==> config.mk <==
export PLATFORM = sky130hd
export DESIGN_NAME = bcd_counter_param_flat
export DESIGN_NICKNAME = d
export VERILOG_FILES = /design/src/rtl/bcd_counter_param_if.sv /design/src/rtl/bcd_counter_param.sv /design/src/flat_wrapper.sv
export SDC_FILE = /design/constraint.sdc
export NUM_CORES = 1
export LEC_CHECK = 0
export CAP_MARGIN = 25
export CORE_ASPECT_RATIO = 0.9
export CORE_MARGIN = 4
export CORE_UTILIZATION = 50
export DETAILED_ROUTE_END_ITERATION = 6
export PLACE_DENSITY = 0.94
export SLEW_MARGIN = 20
export SYNTH_ARGS = -nofsm -noshare
export SYNTH_HDL_FRONTEND = slang
export SYNTH_SLANG_ARGS = --single-unit
==> constraint.sdc <==
create_clock -name clk -period 4.3 [get_ports clk]
set_clock_uncertainty 0.05 [all_clocks]
set_input_delay 0.86 -clock clk [delete_from_list [all_inputs] [get_ports clk]]
set_output_delay 0.86 -clock clk [all_outputs]
set_load 0.005 [all_outputs]
==> src/rtl/bcd_counter_param_if.sv <==
// Control/status bundle for bcd_counter_param: the master drives count controls
// and the slave (the counter) returns its value and flags.
interface bcd_counter_param_if #(
   parameter int DIGITS = 4
);
   logic                  en;
   logic                  clr;
   logic                  load;
   logic [4*DIGITS-1:0]   load_val;
   logic                  up_dn;
   logic [4*DIGITS-1:0]   q;
   logic [DIGITS-2:0]     ena;
   logic                  tc;
   logic                  wrap;
   logic                  load_err;

   modport master (
      output en, clr, load, load_val, up_dn,
      input  q, ena, tc, wrap, load_err
   );

   modport slave (
      input  en, clr, load, load_val, up_dn,
      output q, ena, tc, wrap, load_err
   );
endinterface

==> src/rtl/bcd_counter_param.sv <==
// Multi-digit BCD counter with clear/load/enable; BCD_DOWN_EN adds down count via up_dn.
// q, wrap and load_err are registered (1 clk); ena and tc are combinational; no backpressure.
module bcd_counter_param #(
   parameter int DIGITS = 4
) (
   input logic                clk,
   input logic                reset,
   bcd_counter_param_if.slave bus
);
   localparam int W = 4 * DIGITS;

   logic [W-1:0]      q_r;
   logic [W-1:0]      q_nxt;
   logic [W-1:0]      ld_clean;
   logic [DIGITS:0]   low_term;
   logic [DIGITS-1:0] step;
   logic [DIGITS-1:0] bad;
   logic              dn;
   logic              tc;
   logic              wrap_r;
   logic              load_err_r;

`ifdef BCD_DOWN_EN
   assign dn = ~bus.up_dn;
`else
   logic unused_up_dn;
   assign unused_up_dn = bus.up_dn;
   assign dn           = 1'b0;
`endif

   // low_term[i]: digits 0..i-1 all sit at the terminal value for the current direction
   assign low_term[0] = 1'b1;

   for (genvar i = 0; i < DIGITS; i++) begin : g_dig
      logic [3:0] d;
      logic [3:0] lv;
      logic [3:0] inc;
      logic [3:0] dec;

      assign d   = q_r[4*i +: 4];
      assign lv  = bus.load_val[4*i +: 4];
      assign inc = (d >= 4'd9) ? 4'd0 : d + 4'd1;
      assign dec = (d == 4'd0 || d > 4'd9) ? 4'd9 : d - 4'd1;

      assign low_term[i+1]      = low_term[i] & (dn ? (d == 4'd0) : (d == 4'd9));
      assign step[i]            = bus.en & low_term[i];
      assign q_nxt[4*i +: 4]    = step[i] ? (dn ? dec : inc) : d;
      assign bad[i]             = (lv > 4'd9);
      assign ld_clean[4*i +: 4] = bad[i] ? 4'd0 : lv;
   end

   assign tc = bus.en & low_term[DIGITS];

   always_ff @(posedge clk or posedge reset) begin
      if (reset) begin
         q_r        <= '0;
         wrap_r     <= 1'b0;
         load_err_r <= 1'b0;
      end else if (bus.clr) begin
         q_r        <= '0;
         wrap_r     <= 1'b0;
         load_err_r <= 1'b0;
      end else if (bus.load) begin
         q_r        <= ld_clean;
         wrap_r     <= 1'b0;
         load_err_r <= |bad;
      end else begin
         q_r        <= q_nxt;
         wrap_r     <= tc;
         load_err_r <= 1'b0;
      end
   end

   assign bus.q        = q_r;
   assign bus.ena      = step[DIGITS-1:1];
   assign bus.tc       = tc;
   assign bus.wrap     = wrap_r;
   assign bus.load_err = load_err_r;

endmodule
==> src/flat_wrapper.sv <==
// flat-port wrapper written by rule: the top's interface ports become plain ports
module bcd_counter_param_flat 
#(
   parameter int DIGITS = 4
)
  (clk, reset, bus_en, bus_clr, bus_load, bus_load_val, bus_up_dn, bus_q, bus_ena, bus_tc, bus_wrap, bus_load_err);
  bcd_counter_param_if #(.DIGITS(DIGITS)) bus_i ();
  input logic clk;
  input logic reset;
  input wire logic [$bits(bus_i.en)-1:0] bus_en;
  input wire logic [$bits(bus_i.clr)-1:0] bus_clr;
  input wire logic [$bits(bus_i.load)-1:0] bus_load;
  input wire logic [$bits(bus_i.load_val)-1:0] bus_load_val;
  input wire logic [$bits(bus_i.up_dn)-1:0] bus_up_dn;
  output wire logic [$bits(bus_i.q)-1:0] bus_q;
  output wire logic [$bits(bus_i.ena)-1:0] bus_ena;
  output wire logic [$bits(bus_i.tc)-1:0] bus_tc;
  output wire logic [$bits(bus_i.wrap)-1:0] bus_wrap;
  output wire logic [$bits(bus_i.load_err)-1:0] bus_load_err;
  assign bus_i.en = bus_en;
  assign bus_i.clr = bus_clr;
  assign bus_i.load = bus_load;
  assign bus_i.load_val = bus_load_val;
  assign bus_i.up_dn = bus_up_dn;
  assign bus_q = bus_i.q;
  assign bus_ena = bus_i.ena;
  assign bus_tc = bus_i.tc;
  assign bus_wrap = bus_i.wrap;
  assign bus_load_err = bus_i.load_err;
  bcd_counter_param #(.DIGITS(DIGITS)) u_core (.clk(clk), .reset(reset), .bus(bus_i));
endmodule
### After elaboration in Yosys (flattened, before gate mapping)

Cells that the tools add are included.

* add/subtract/negate cells: 4
* order comparisons: 8
* eq/ne operators: 4
* muxes and demuxes: 18
* bitwise logic cells: 7
* reductions and logical operators: 5

Operators with widths (count)
* 4-bit two-way mux: 12
* 16-bit two-way mux: 2
* 4-bit by 1-bit adder with 4-bit output (second input constant): 4
* 4-bit == test (second input constant): 4
* 4-bit greater-or-equal comparator (second input constant): 4
* 4-bit greater-than comparator (second input constant): 4
* 3-bit nonzero test: 4
* 1-bit AND: 7
* 1-bit two-way mux: 4
* 4-bit OR reduction: 1

* bits in registers: 18
* bits of input ports: 22
* output and inout bits: 22

### Longest topological paths before layout

Gate-level depths: netlist of run 1.

* depth after elaboration: 7
* gate-level depth with buffers: 7
* gate-level depth less buffers: 7

### Worst setup path before layout of run 1

Ideal clock, no wire load.

* path kind: input to output
* from: input bus_en
* to: output bus_tc
* arrival: 1.512 ns
* required time: 3.390 ns
* setup slack: 1.878 ns
* stages on the path: 4
* path buffers: 0
* cell sequence: nand4b_4 inv_2 nand3_1 nor3_1

* cells in the longest elaborated chain, start to end: 1

Ends and longest elaborated chain
* start: declaration: RTL line flat_wrapper.sv:10 `input wire logic [$bits(bus_i.en)-1:0] bus_en;`
* 1-bit AND: RTL line bcd_counter_param.sv:52 `assign tc = bus.en & low_term[DIGITS];`
* end: declaration: RTL line flat_wrapper.sv:17 `output wire logic [$bits(bus_i.tc)-1:0] bus_tc;`

Every way passes these cells.

### Worst setup path in the final report of run 1

Ends and elaborated chain as after synthesis.

==> impl_metrics.xml, run 1 <==
<?xml version="1.0" encoding="UTF-8"?>
<metrics>
  <group name="status">
    <metric name="status" unit="">finished, violations left</metric>
    <metric name="violations" unit="">design-rule violations</metric>
  </group>
  <group name="yosys">
    <metric name="ys_warn_count" unit="">0</metric>
    <metric name="synthFlopType" unit="">sky130_fd_sc_hd__dfrtp_1</metric>
    <metric name="synth.area.mux_share" unit="%">0.7306</metric>
    <metric name="syn_inst" unit="">154</metric>
    <metric name="synth_fa_ha_area_share" unit="%">10.96</metric>
    <metric name="avg_synthesized_cell_area" unit="µm²">8.897</metric>
    <metric name="synth-async-reset-ratio" unit="%">100.0</metric>
    <metric name="synth_compound_area_share" unit="%">26.39</metric>
    <metric name="synth_area" unit="µm²">1370</metric>
    <metric name="synth_top_area_share" unit="%">32.88</metric>
    <metric name="synth_top_family_by_area" unit="">compound AO/OA/AOI/OAI gates</metric>
    <metric name="synthesized_net_count" unit="">188</metric>
    <metric name="yosys.area.top_type" unit="">sky130_fd_sc_hd__dfrtp_1</metric>
    <metric name="synth-simple-area-share" unit="%">23.38</metric>
    <metric name="synthMostInstantiatedCell" unit="">sky130_fd_sc_hd__dfrtp_1</metric>
    <metric name="synth_common_cells" unit="">18 x sky130_fd_sc_hd__dfrtp_1, 16 x sky130_fd_sc_hd__inv_1, 12 x sky130_fd_sc_hd__ha_1</metric>
    <metric name="ys_seq_area_share" unit="%">32.88</metric>
    <metric name="post_synth_num_cell_types" unit="">43</metric>
    <metric name="post_synthesis_register_bit_count" unit="">18</metric>
    <metric name="synth_top_cells_by_area" unit="">sky130_fd_sc_hd__dfrtp_1 33%, sky130_fd_sc_hd__ha_1 11%, sky130_fd_sc_hd__inv_1 4.4%</metric>
    <metric name="number_of_flops_mapped_to_enable_cells_by_yosys" unit="">0</metric>
    <metric name="share_of_the_synthesized_netlist_area_taken_by_xor_and_xnor_gates" unit="%">0</metric>
  </group>
  <group name="sta">
    <metric name="slew_at_the_pin_closest_to_its_max_slew_limit" unit="ns">0.7234</metric>
    <metric name="final.min_clock_period" unit="ns">3.720</metric>
    <metric name="fin_setup_tns" unit="ns">0</metric>
    <metric name="setup_violations" unit="">0</metric>
    <metric name="fin_hold_ws" unit="ns">0.4822</metric>
    <metric name="grt_setup_unrepaired" unit="">no</metric>
    <metric name="crit_path_setup_slack_layout" unit="ns">0.5799</metric>
    <metric name="relSlewSlack" unit="%">51.72</metric>
    <metric name="report.final.hold_viol_count" unit="">0</metric>
    <metric name="maxClockFrequency" unit="GHz">0.2688</metric>
    <metric name="slew_viol_final" unit="">0</metric>
    <metric name="layout_worst_path_cycle_share" unit="%">86.51</metric>
  </group>
  <group name="floorplan">
    <metric name="height_of_the_chip" unit="µm">57.66</metric>
    <metric name="rows" unit="">17</metric>
    <metric name="die-area" unit="µm²">3643</metric>
    <metric name="placeableCoreArea" unit="µm²">2531</metric>
    <metric name="fp.dieW" unit="µm">63.18</metric>
    <metric name="design.portCount" unit="">44</metric>
    <metric name="starting_utilization_of_the_core_area" unit="%">54.13</metric>
  </group>
  <group name="final_layout">
    <metric name="fill_cells" unit="">185</metric>
    <metric name="final_design_area_no_fill" unit="µm²">1842</metric>
    <metric name="final_layout_size_suffix_gt1_share" unit="%">5.584</metric>
    <metric name="multi_input_area" unit="µm²">842.1</metric>
    <metric name="final_util" unit="%">72.76</metric>
    <metric name="area.growth.synth_to_final" unit="%">34.43</metric>
    <metric name="n_antenna_cell" unit="">0</metric>
    <metric name="ff_latch_area" unit="µm²">450.4</metric>
    <metric name="finalNetCount" unit="">233</metric>
  </group>
  <group name="worst_setup_path">
    <metric name="worst-r2r-cell-count" unit="">7</metric>
    <metric name="critical_path_peak_fanout" unit="">8</metric>
    <metric name="critPathSlowestCell" unit="">sky130_fd_sc_hd__clkdlybuf4s50_1</metric>
    <metric name="critical_path.top_delay_family" unit="">buffers and inverters</metric>
    <metric name="reg2reg_from" unit="">u_core.bus.q[1]</metric>
    <metric name="worstPathCellList" unit="">clkdlybuf4s50_1, nand4b_4, inv_2, nand3_1, nor3_1, clkdlybuf4s50_1</metric>
    <metric name="critPathMaxStageDelay" unit="ns">0.63</metric>
    <metric name="critPathKind" unit="">in2out</metric>
    <metric name="setup.worst_path.end_class" unit="">output pin</metric>
    <metric name="cp_common_cell" unit="">sky130_fd_sc_hd__clkdlybuf4s50_1</metric>
    <metric name="cp_data_required_time" unit="ns">3.39</metric>
    <metric name="cp_num_buf_inv" unit="">3</metric>
    <metric name="crit_arrival" unit="ns">2.81</metric>
    <metric name="r2r_end" unit="">u_core.bus.q[6]</metric>
    <metric name="regToRegSetupSlack" unit="ns">2.41</metric>
    <metric name="critical_path.startpoint_type" unit="">primary input</metric>
  </group>
  <group name="worst_hold_path">
    <metric name="hold_path_startpoint" unit="">u_core.bus.q[14]</metric>
    <metric name="hold_end" unit="">u_core.bus.wrap</metric>
    <metric name="hp-class" unit="">reg2reg</metric>
    <metric name="holdPathStages" unit="">1</metric>
  </group>
  <group name="grt">
    <metric name="grt_start_max_net_pins" unit="">27</metric>
    <metric name="global_route_wire_length_before_repair" unit="µm">6389</metric>
    <metric name="globalRouteTotalUtil" unit="%">21.73</metric>
    <metric name="initial_antenna_violation_count" unit="">0</metric>
    <metric name="grt-ovfl-total" unit="">0</metric>
    <metric name="vias_in_the_first_global_route" unit="">1383</metric>
  </group>
  <group name="drt">
    <metric name="drt_wl_total" unit="µm">3791</metric>
    <metric name="remaining_drc_errors" unit="">1</metric>
    <metric name="post_drt_wl_per_cell" unit="µm">16.85</metric>
    <metric name="vias_per_cell" unit="">6.409</metric>
    <metric name="route.vias.total" unit="">1442</metric>
    <metric name="detailedRoute.firstIterationViolations" unit="">118</metric>
    <metric name="detail_route.first_pass.iterations" unit="">7</metric>
    <metric name="final_antenna_net_count" unit="">0</metric>
  </group>
  <group name="power">
    <metric name="cellLeakagePower" unit="µW">0.0007779</metric>
    <metric name="pwr_density_cell" unit="nW/µm²">222.5</metric>
    <metric name="vdd.ir_drop.worst" unit="mV">0.1412</metric>
  </group>
  <group name="cts">
    <metric name="clk_pin_slew" unit="ns">0.11</metric>
    <metric name="clock_path_buffers" unit="">2</metric>
    <metric name="insertion_delay" unit="ns">0.31</metric>
    <metric name="cts_hold_repair.buffers" unit="">0</metric>
    <metric name="ctsHtreeMaxLevel" unit="">1</metric>
    <metric name="cts_root_buf" unit="">sky130_fd_sc_hd__clkbuf_4</metric>
    <metric name="cts_made_buffers" unit="">3</metric>
    <metric name="post-cts-setup-buffers" unit="">0</metric>
    <metric name="post_cts_resized" unit="">0</metric>
    <metric name="cts.sinks" unit="">18</metric>
    <metric name="cts_tree" unit="">done</metric>
  </group>
  <group name="run">
    <metric name="cap_violations" unit="">0</metric>
  </group>
  <group name="placement">
    <metric name="place_worst_setup_slack" unit="ns">0.6106</metric>
    <metric name="finalWeightedCongestion" unit="">0.9138</metric>
    <metric name="buffer_ports.inserted" unit="">42</metric>
    <metric name="detailed_place_hpwl" unit="µm">2933</metric>
    <metric name="post_dp_cell_area" unit="µm²">1819</metric>
  </group>
</metrics>
registers in the layout, summed over array words and instances (netlist names):
name	cells
u_core.bus.load_err	1
u_core.bus.q	16
u_core.bus.wrap	1
worst register-to-register path: cells and delay by family, from the launching register on:
kind            cells  cell delay [ns]
fa+ha+maj           1             0.23
simple gates        2             0.30
compound gates      2             0.41
buf+inv             2             0.34
flops               1             0.44
cells in the final DEF, fill, tap and decap left out, drive strengths merged:
| master | synthesis | final |
|---|---|---|
| a2111oi | 1 | 1 |
| a211oi | 3 | 3 |
| a21boi | 1 | 1 |
| a21oi | 12 | 12 |
| a221o | 1 | 1 |
| a221oi | 5 | 5 |
| a22oi | 2 | 2 |
| a31oi | 1 | 1 |
| a32oi | 3 | 3 |
| a41oi | 1 | 1 |
| and3b | 2 | 2 |
| and4b | 1 | 1 |
| buf | 2 | 1 |
| clkbuf | 1 | 3 |
| clkdlybuf4s50 | 0 | 42 |
| dfrtp | 18 | 18 |
| ha | 12 | 12 |
| inv | 17 | 17 |
| mux2i | 1 | 1 |
| nand2 | 11 | 11 |
| nand2b | 3 | 3 |
| nand3 | 7 | 7 |
| nand3b | 2 | 2 |
| nand4 | 2 | 2 |
| nand4b | 1 | 1 |
| nor2 | 7 | 7 |
| nor2b | 2 | 2 |
| nor3 | 5 | 5 |
| nor3b | 2 | 2 |
| nor4 | 2 | 2 |
| o211a | 1 | 1 |
| o211ai | 1 | 1 |
| o21ai | 12 | 12 |
| o221ai | 1 | 1 |
| o22ai | 1 | 1 |
| o31ai | 3 | 3 |
| or2 | 1 | 1 |
| or2b | 1 | 1 |
| or3 | 1 | 1 |
| or3b | 4 | 4 |
area by class of cell:
type / count / share of cell area [%]
multi-input combinational: 116 / 45.72
tap: 28 / 1.902
sequential: 18 / 24.46
inverter: 17 / 3.465
clock buffer: 3 / 1.223
timing repair buffer: 43 / 23.23
metal layers:
metal	GRT usage (%)	vias to the layer above	wire (µm)
met2	36.54	77	1895
met3	7.558	9	358
met5	0	-	0
li1	-	664	-
met1	26.46	692	1487
met4	6.769	0	49
where the power goes:
group | total, µW | internal (µW) | switching, µW
registers | 197 | 180 | 16.3
clock network | 91.3 | 32.8 | 58.5
logic | 122 | 64.4 | 57.5
total | 410 | 278 | 132
logic make-up (layout without fill, tap and decap cells):
| family | count (synthesis) | after routing |
|---|---|---|
| simple gates | 54 | 54 |
| compound gates | 49 | 49 |
| buf+inv | 20 | 63 |
| flops | 18 | 18 |
| fa+ha+maj | 12 | 12 |
| mux | 1 | 1 |
how the worst max path moves through the flow:
stage	cells after the start	slack (ns)	end	start
2_1_floorplan	4	1.88	bus_tc	bus_en
3_3_place_gp	6	0.67	bus_tc	bus_en
3_5_place_dp	6	0.61	bus_tc	bus_en
4_1_cts	6	0.60	bus_tc	bus_en
5_1_grt	6	0.46	bus_tc	bus_en
6_report	6	0.58	bus_tc	bus_en
through the flow:
stage          power, µW  std cells
2_1_floorplan      256.6        154
3_3_place_gp       314.3        222
3_5_place_dp       321.1        222
4_1_cts            410.4        225
5_1_grt            431.0        225
6_report           409.8        225
(Power assumes the default switching activity.)
==> run 2, diff against run 1 <==
Settings changed: ABC_AREA set to 1, CORE_UTILIZATION 50 to 51, SKIP_CTS_REPAIR_TIMING set to 1.
==> run 2 against run 1 <==
Against the previous run: sequential power is 4% higher; flip-flop and latch count stayed put; via count is 8.9% higher; die area is 4.9% higher; critical endpoint unchanged; critical path type unchanged; cell count is 35% higher; routed wire length is 1.9% lower; register-to-register slack better by 0.29 ns; final area is 6.5% higher; the run now ends clean.
==> impl_metrics.xml, run 2 <==
<?xml version="1.0" encoding="UTF-8"?>
<metrics>
  <group name="drt">
    <metric name="detailedRoute.firstIterationViolations" unit="">140</metric>
    <metric name="post_drt_wl_per_cell" unit="µm">12.28</metric>
    <metric name="vias_per_cell" unit="">5.185</metric>
    <metric name="route.vias.total" unit="">1571</metric>
    <metric name="drt_wl_total" unit="µm">3720</metric>
    <metric name="remaining_drc_errors" unit="">0</metric>
    <metric name="final_antenna_net_count" unit="">0</metric>
    <metric name="detail_route.first_pass.iterations" unit="">4</metric>
  </group>
  <group name="yosys">
    <metric name="synth_compound_area_share" unit="%">4.407</metric>
    <metric name="synth-async-reset-ratio" unit="%">100.0</metric>
    <metric name="post_synth_num_cell_types" unit="">21</metric>
    <metric name="avg_synthesized_cell_area" unit="µm²">6.711</metric>
    <metric name="synth_top_cells_by_area" unit="">sky130_fd_sc_hd__dfrtp_1 31%, sky130_fd_sc_hd__nand2_1 22%, sky130_fd_sc_hd__ha_1 10%</metric>
    <metric name="synthMostInstantiatedCell" unit="">sky130_fd_sc_hd__nand2_1</metric>
    <metric name="ys_warn_count" unit="">0</metric>
    <metric name="post_synthesis_register_bit_count" unit="">18</metric>
    <metric name="synth_top_area_share" unit="%">30.51</metric>
    <metric name="syn_inst" unit="">220</metric>
    <metric name="synth.area.mux_share" unit="%">0</metric>
    <metric name="share_of_the_synthesized_netlist_area_taken_by_xor_and_xnor_gates" unit="%">1.780</metric>
    <metric name="synth_fa_ha_area_share" unit="%">10.17</metric>
    <metric name="number_of_flops_mapped_to_enable_cells_by_yosys" unit="">0</metric>
    <metric name="synthFlopType" unit="">sky130_fd_sc_hd__dfrtp_1</metric>
    <metric name="synth_area" unit="µm²">1476</metric>
    <metric name="synth_top_family_by_area" unit="">simple AND/OR/NAND/NOR gates</metric>
    <metric name="synth-simple-area-share" unit="%">44.41</metric>
    <metric name="synth_common_cells" unit="">85 x sky130_fd_sc_hd__nand2_1, 28 x sky130_fd_sc_hd__nand3_1, 25 x sky130_fd_sc_hd__inv_1</metric>
    <metric name="yosys.area.top_type" unit="">sky130_fd_sc_hd__dfrtp_1</metric>
    <metric name="synthesized_net_count" unit="">254</metric>
    <metric name="ys_seq_area_share" unit="%">30.51</metric>
  </group>
  <group name="final_layout">
    <metric name="area.growth.synth_to_final" unit="%">32.88</metric>
    <metric name="finalNetCount" unit="">298</metric>
    <metric name="layout_common_cells" unit="">85 x sky130_fd_sc_hd__nand2_1, 42 x sky130_fd_sc_hd__clkdlybuf4s50_1, 28 x sky130_fd_sc_hd__nand3_1, 25 x sky130_fd_sc_hd__inv_1, 18 x sky130_fd_sc_hd__dfrtp_1</metric>
    <metric name="largest_reg_flops" unit="">16</metric>
    <metric name="mostFrequentLayoutCell" unit="">sky130_fd_sc_hd__nand2_1</metric>
    <metric name="layout.cells.non_filler" unit="">303</metric>
    <metric name="final_layout_size_suffix_gt1_share" unit="%">5.703</metric>
    <metric name="n_antenna_cell" unit="">0</metric>
  </group>
  <group name="placement">
    <metric name="buffer_ports.inserted" unit="">42</metric>
    <metric name="detailed_place_hpwl" unit="µm">2859</metric>
    <metric name="post-place-cells" unit="">299</metric>
    <metric name="finalWeightedCongestion" unit="">0.8582</metric>
  </group>
  <group name="worst_hold_path">
    <metric name="hp-class" unit="">reg2reg</metric>
  </group>
  <group name="sta">
    <metric name="slew_viol_final" unit="">0</metric>
    <metric name="slew_at_the_pin_closest_to_its_max_slew_limit" unit="ns">0.7485</metric>
    <metric name="layout_worst_path_cycle_share" unit="%">81.76</metric>
    <metric name="final.min_clock_period" unit="ns">3.516</metric>
    <metric name="fin_setup_tns" unit="ns">0</metric>
    <metric name="grt_setup_unrepaired" unit="">no</metric>
    <metric name="setup_violations" unit="">0</metric>
    <metric name="relSlewSlack" unit="%">50.05</metric>
    <metric name="report.final.hold_viol_count" unit="">0</metric>
    <metric name="maxClockFrequency" unit="GHz">0.2845</metric>
  </group>
  <group name="worst_setup_path">
    <metric name="cp_data_required_time" unit="ns">3.39</metric>
    <metric name="worstPathCellList" unit="">clkdlybuf4s50_1, nand2_1, nor2_8, nand3_2, nor2_1, clkdlybuf4s50_1</metric>
    <metric name="setup.worst_path.end_class" unit="">output pin</metric>
    <metric name="cp_num_buf_inv" unit="">2</metric>
    <metric name="regToRegSetupSlack" unit="ns">2.70</metric>
    <metric name="critPathKind" unit="">in2out</metric>
    <metric name="critical_path_peak_fanout" unit="">8</metric>
    <metric name="cp_common_cell" unit="">sky130_fd_sc_hd__clkdlybuf4s50_1</metric>
    <metric name="reg2reg_from" unit="">u_core.bus.q[1]</metric>
    <metric name="worst-r2r-cell-count" unit="">8</metric>
    <metric name="critical_path_cell_count" unit="">6</metric>
    <metric name="critPathSlowestCell" unit="">sky130_fd_sc_hd__clkdlybuf4s50_1</metric>
    <metric name="critical_path.startpoint_type" unit="">primary input</metric>
    <metric name="critPathMaxStageDelay" unit="ns">0.53</metric>
    <metric name="r2r_end" unit="">u_core.bus.q[14]</metric>
    <metric name="critical_path.top_delay_family" unit="">buffers and inverters</metric>
    <metric name="critPathLaunch" unit="">bus_en</metric>
    <metric name="setup.worst_path.end" unit="">bus_tc</metric>
    <metric name="crit_arrival" unit="ns">2.61</metric>
  </group>
  <group name="grt">
    <metric name="vias_in_the_first_global_route" unit="">1515</metric>
    <metric name="initial_antenna_violation_count" unit="">0</metric>
    <metric name="globalRouteTotalUtil" unit="%">21.10</metric>
    <metric name="global_route_wire_length_before_repair" unit="µm">6458</metric>
    <metric name="grt-ovfl-total" unit="">0</metric>
    <metric name="grt_start_max_net_pins" unit="">19</metric>
  </group>
  <group name="floorplan">
    <metric name="placeableCoreArea" unit="µm²">2748</metric>
    <metric name="die-area" unit="µm²">3821</metric>
    <metric name="rows" unit="">18</metric>
    <metric name="fp.dieW" unit="µm">64.72</metric>
    <metric name="starting_utilization_of_the_core_area" unit="%">53.73</metric>
    <metric name="design.portCount" unit="">44</metric>
    <metric name="height_of_the_chip" unit="µm">59.05</metric>
  </group>
  <group name="power">
    <metric name="p_seq_share" unit="%">43.4</metric>
    <metric name="pwr_density_cell" unit="nW/µm²">239.9</metric>
    <metric name="totalPowerFinal" unit="µW">470.6</metric>
    <metric name="power.clock.fraction" unit="%">24.2</metric>
    <metric name="total_switching_power" unit="µW">161.1</metric>
    <metric name="internal_power_component" unit="µW">309.4</metric>
    <metric name="cellLeakagePower" unit="µW">0.001033</metric>
    <metric name="power_frac_comb" unit="%">32.4</metric>
    <metric name="swShare" unit="%">34.24</metric>
    <metric name="vdd.ir_drop.worst" unit="mV">0.2743</metric>
  </group>
  <group name="cts">
    <metric name="cts.sinks" unit="">18</metric>
    <metric name="cts_made_buffers" unit="">3</metric>
    <metric name="cts_root_buf" unit="">sky130_fd_sc_hd__clkbuf_4</metric>
    <metric name="insertion_delay" unit="ns">0.31</metric>
    <metric name="cts_tree" unit="">done</metric>
    <metric name="clk_pin_slew" unit="ns">0.12</metric>
    <metric name="clock_path_buffers" unit="">2</metric>
    <metric name="ctsHtreeMaxLevel" unit="">1</metric>
  </group>
  <group name="status">
    <metric name="status" unit="">finished, final reports clean</metric>
  </group>
  <group name="run">
    <metric name="cap_violations" unit="">0</metric>
  </group>
</metrics>
==> run 2: power by group through the flow <==
stage	Clock (µW)	Combinational [µW]	Sequential (µW)
2_1_floorplan	0	84.9	204
3_3_place_gp	0	146	207
3_5_place_dp	0	152	207
4_1_cts	112	153	204
5_1_grt	120	174	208
6_report	114	152	204
==> run 2: worst min path at each step <==
stage	startpoint	end	slack, ns	depth (start not counted)
floorplan	u_core.bus.q[9]	u_core.bus.q[9]	0.48	2
global placement	u_core.bus.q[9]	u_core.bus.q[9]	0.50	2
detailed placement	u_core.bus.q[5]	u_core.bus.q[5]	0.51	2
CTS	u_core.bus.q[9]	u_core.bus.q[9]	0.54	2
global route	u_core.bus.q[5]	u_core.bus.q[5]	0.57	2
finish	u_core.bus.q[5]	u_core.bus.q[5]	0.55	2
==> run 2: cells by family (layout without fill, tap and decap cells) <==
logic type / count (synthesis) / count (layout)
XOR/XNOR: 3 / 3
AO/OA/AOI/OAI: 13 / 13
AND/OR/NAND/NOR: 143 / 143
adder cells (fa/ha/maj): 12 / 12
flip-flops: 18 / 18
buffers and inverters: 31 / 74
==> run 2: through the flow <==
stage / hold slack [ns] / util, % / area, µm² / worst slack [ns]
after CTS: 0.5393 / 71.40 / 1962 / 0.7845
after floorplan: 0.4811 / - / 1476 / 1.950
after global placement: 0.5043 / 70.08 / 1926 / 0.8649
after global routing: 0.5744 / 71.40 / 1962 / 0.7292
after detailed placement: 0.5068 / 70.08 / 1926 / 0.7911
final: 0.5463 / 71.40 / 1962 / 0.7845
==> run 2: final cells by class <==
class / count / area, µm²
multi-input combinational: 171 / 897.1
fill: 247 / 785.8
sequential: 18 / 450.4
timing repair buffer: 42 / 420.4
inverter: 28 / 107.6
tap: 40 / 50.05
clock buffer: 4 / 36.28
==> run 2: metal layers <==
layer / track usage (%) / up-vias / share of wire, %
met5: 0 / - / 0
met4: 6.024 / 0 / 1.3
met3: 4.934 / 8 / 7.4
met2: 36.59 / 69 / 49
met1: 26.37 / 710 / 42
li1: - / 784 / -
==> run 2: worst min-delay path, cell delays in order, from the launching register on <==
cell                      delay (ns)
sky130_fd_sc_hd__dfrtp_1        0.44
sky130_fd_sc_hd__nand2_1        0.07
sky130_fd_sc_hd__nand2_1        0.06
